File: config.mk
export PLATFORM = sky130hd
export DESIGN_NAME = nibble_serial_adder
export DESIGN_NICKNAME = d
export VERILOG_FILES = /design/src/rtl/nibble_serial_adder.sv
export SDC_FILE = /design/constraint.sdc
export NUM_CORES = 1
export LEC_CHECK = 0
export BUFFER_PORTS_ARGS = -buffer_cell sky130_fd_sc_hd__buf_2
export CAP_MARGIN = 20
export CORE_ASPECT_RATIO = 0.5
export CORE_UTILIZATION = 53
export DETAILED_ROUTE_END_ITERATION = 10
export PLACE_DENSITY_LB_ADDON = 0.05
export REMOVE_ABC_BUFFERS = 1
export SLEW_MARGIN = 20
export SYNTH_ARGS = -nofsm -noshare
export SYNTH_HDL_FRONTEND = slang
export SYNTH_HIERARCHICAL = 1
export SYNTH_SLANG_ARGS = --single-unit
File: constraint.sdc
create_clock -name clk -period 4.4 [get_ports clk]
set_input_delay 1.1 -clock clk [delete_from_list [all_inputs] [get_ports clk]]
set_output_delay 1.1 -clock clk [all_outputs]
set_load 0.01 [all_outputs]
File: src/rtl/nibble_serial_adder.sv
// WIDTH-bit add built from NIBBLES passes through a 4-bit ripple adder, with the carry registered between passes; result is valid NIBBLES cycles after accept.
// One operation in flight; the result is held until out_ready. Optional Ovf port under NIBBLE_SERIAL_ADDER_OVF_EN.

module ripple_carry_adder (
  input  logic [3:0] A,
  input  logic [3:0] B,
  input  logic       Cin,
  output logic [3:0] Sum,
  output logic       Cout
);
  logic c;

  always_comb begin
    Sum = '0;
    c   = Cin;
    for (int i = 0; i < 4; i++) begin
      Sum[i] = A[i] ^ B[i] ^ c;
      c      = (A[i] & B[i]) | (c & (A[i] ^ B[i]));
    end
    Cout = c;
  end
endmodule

module nibble_serial_adder #(
  parameter int WIDTH = 16
) (
  input  logic             clk,
  input  logic             rst,
  input  logic             in_valid,
  output logic             in_ready,
  input  logic [WIDTH-1:0] A,
  input  logic [WIDTH-1:0] B,
  input  logic             Cin,
  output logic             out_valid,
  input  logic             out_ready,
  output logic [WIDTH-1:0] Sum,
  output logic             Cout,
  output logic             busy
`ifdef NIBBLE_SERIAL_ADDER_OVF_EN
  ,
  output logic             Ovf
`endif
);
  localparam int NIBBLES = WIDTH / 4;
  localparam int IDX_W   = $clog2(NIBBLES);

  typedef enum logic [1:0] {IDLE, ADD, DONE} state_t;

  state_t             state, state_nxt;
  logic [WIDTH-1:0]   a_q, b_q;
  logic               carry_q;
  logic [IDX_W-1:0]   idx;
  logic               last;
  logic               accept;
  logic [3:0]         nib_a, nib_b, add_sum;
  logic               add_cout;

  assign nib_a = a_q[{idx, 2'b00} +: 4];
  assign nib_b = b_q[{idx, 2'b00} +: 4];
  assign last  = (idx == IDX_W'(NIBBLES - 1));

  ripple_carry_adder u_rca (
    .A    (nib_a),
    .B    (nib_b),
    .Cin  (carry_q),
    .Sum  (add_sum),
    .Cout (add_cout)
  );

  always_comb begin
    state_nxt = state;
    in_ready  = 1'b0;
    busy      = 1'b0;
    accept    = 1'b0;
    case (state)
      IDLE: begin
        in_ready = 1'b1;
        if (in_valid) begin
          accept    = 1'b1;
          state_nxt = ADD;
        end
      end
      ADD: begin
        busy = 1'b1;
        if (last) state_nxt = DONE;
      end
      DONE: begin
        busy = 1'b1;
        if (out_ready) state_nxt = IDLE;
      end
      default: state_nxt = IDLE;
    endcase
  end

  always_ff @(posedge clk) begin
    if (rst) begin
      state     <= IDLE;
      a_q       <= '0;
      b_q       <= '0;
      carry_q   <= 1'b0;
      idx       <= '0;
      Sum       <= '0;
      Cout      <= 1'b0;
      out_valid <= 1'b0;
`ifdef NIBBLE_SERIAL_ADDER_OVF_EN
      Ovf       <= 1'b0;
`endif
    end else begin
      state <= state_nxt;
      if (accept) begin
        a_q     <= A;
        b_q     <= B;
        carry_q <= Cin;
        idx     <= '0;
      end
      if (state == ADD) begin
        Sum[{idx, 2'b00} +: 4] <= add_sum;
        carry_q                <= add_cout;
        idx                    <= idx + 1'b1;
        if (last) begin
          Cout      <= add_cout;
          out_valid <= 1'b1;
`ifdef NIBBLE_SERIAL_ADDER_OVF_EN
          // Carry into the top bit recovered from the operand and sum bits.
          Ovf       <= a_q[WIDTH-1] ^ b_q[WIDTH-1] ^ add_sum[3] ^ add_cout;
`endif
        end
      end
      if (state == DONE && out_ready) out_valid <= 1'b0;
    end
  end
endmodule

==> qor.yml <==
outcome:
  status: "finished, final reports clean"
place:
  placement.io_buffers: 56
  routabilityCongestion: 0.759
  dpl_cell_area_um2: 2750
  preCtsSetupSlack_ns: 0.944
  hpwl_um: 3510
  dp_cells: 379
setup_path:
  rrSetupSlack_ns: 0.94
  cp_top_family: "adder cells"
  crit_path_start: "idx[0]"
  path_depth: 12
  worstPathCellList: "mux4_2, fa_1, inv_1, fa_1, inv_1, fa_1, inv_1, fa_1, inv_1, nor2b_1, nand4_1, a21oi_1"
  crit_arrival_ns: 3.69
  path_buf_inv: 4
  r2r_start: "idx[0]"
  end_kind: "register"
  required_ns: 4.64
  ff2ff_path_depth: 12
  crit_fanout: 8
  cp-start-kind: "register"
  cpPeakStageDelay_ns: 0.64
  critPathKind: "reg -> reg"
  crit_slowest_cell: "dfxtp_1"
final_layout:
  final.fill_count: 396
  syn_to_final_growth_pct: 16.6
  fin_util_pct: 65.0
  final_area_um2: 2890
  nets: 379
  drive_above_1_share_pct: 24.2
  diodes: 0
  stdcell_count: 387
job:
  cap_viol_max_count: 0
global_routing:
  grt_max_degree: 35
  grt_pass1_vias: 1921
  antenna_found_initial: 0
  grt_usage_pct: 21.6
  overflow: 0
  grt_pass1_wl_um: 8380
logic_synthesis:
  synth_warnings: 6
  yosysMostFrequentCell: "nand2_1"
  yosysSeqAreaShare_pct: 44.4
  synth_area_um2: 2480
  synth.area.top_cells: "dfxtp_1, nand2_1, a21oi_1"
  synth_top_area_share_pct: 44.4
  synthFlopType: "dfxtp_1"
  yosys-top-cells-count: "nand2_1, dfxtp_1, a21oi_1"
  synthArstFlopShare_pct: 0
  syn_area_per_cell_um2: 8.76
  synthCells: 283
  ys_types: 30
  synth_seq_cells: 55
  synth_edf_count: 0
  netlist.top_cell.by_area: "dfxtp_1"
hold_path:
  hp-start: "Sum[13]"
  worstHoldPathCells: 2
  hold_class: "reg -> reg"
clock_network:
  clockBufferDepth: 2
  ctsHoldBuffers: 0
  insertion_delay_ns: 0.30
  cts-buffers-inserted: 5
  cts_num_sinks: 55
  cts_tree: "built"
  clk_pin_slew_ns: 0.09
  post_cts_buffers: 0
  ctsResizeCount: 0
  cts-htree-levels: 2
  cts-root-buf: "clkbuf_8"
floorplanning:
  ios: 57
  initial_core_util_pct: 55.8
  die-area_um2: 4970
  rows: 17
  die_h_um: 50.4
  core-area_um2: 4450
  die_w_um: 98.7
drt:
  dr.pass1.iters: 4
  drc: 0
  wl_um: 5000
  postRouteAntennaNets: 0
  routed_via_density: 5.34
  drt_iter0_markers: 76
  vias: 2066
  routedWlPerCell_um: 12.9
sta:
  tightest_slew_ns: 0.860
  fin_worst_skew_ns: 0.00309
  post-route-period-util_pct: 78.6
  timing.final.ws_setup_ns: 0.942
  setup_violations: 0
  whs_ns: 0.452
  finalHoldViolations: 0
  rsz0062_at_grt: "no"
  maxSlewViolCount: 0
  setup_tns_ns: 0
  slew_headroom_pct: 42.6
  fmax_mhz: 289
  fin_crit_ns: 3.46
power:
  p_total_mw: 1.50
  power_leakage_nw: 1.19
  powerDensity_nw_per_um2: 519
  irDropWorstVdd_v: 0.000259
worst paths after layout:
check / end
worst min-delay path: Sum[13]
worst max register to register: Sum[15]
worst min register to register: Sum[13]
worst max-delay path: Sum[15]
worst min-delay path, stage by stage, from the launching register on:
cell and delay [ns]:
dfxtp_1 0.32, nand2_1 0.05, a21oi_1 0.05
final cells by class:
type / instances / area, µm² / area share [%]
Multi-Input combinational cell: 192 / 1230 / 42.4
Sequential cell: 55 / 1100 / 38.1
Inverter: 17 / 63.8 / 2.21
Timing Repair Buffer: 58 / 295 / 10.2
Tap cell: 57 / 71.3 / 2.47
Clock inverter: 2 / 60.1 / 2.08
Clock buffer: 6 / 72.6 / 2.51
routing by layer:
layer | part of all wire, % | vias up | track usage, %
met1 | 50 | 958 | 27.9
met3 | 4.9 | 4 | 5.29
met4 | 0.68 | 0 | 5.22
met5 | 0 | - | 0
met2 | 44 | 59 | 37.0
li1 | - | 1045 | -
flip-flops by register name (all words and copies together), names as in the netlist:
signal     count
out_valid      1
a_q           16
idx            2
Sum           16
state          2
b_q           16
carry_q        1
Cout           1
power by group:
group	switching, mW	leakage (nW)	internal, mW
logic	0.297	0.680	0.193
registers	0.0542	0.449	0.568
clock network	0.159	0.0654	0.227
kinds of logic after synthesis:
group	count (synthesis)	synth area share [%]
compound gates	56	12.3
flops	55	44.4
buf+inv	36	6.26
mux	11	8.48
fa+ha+maj	13	7.77
simple gates	112	20.7
layout by cell type, fill, tap and decap left out, types with 3 or more instances in the layout:
master    count
clkbuf_8      5
mux4_2        8
nor2b_1       3
fa_1          4
dfxtp_1      55
inv_1        16
a22o_1        4
nand2_1      81
nand2b_1      4
buf_2        56
ha_1          9
mux2i_1       3
nand4_1      12
a21oi_1      49
Note: power is estimated with default switching activity, not from simulation.
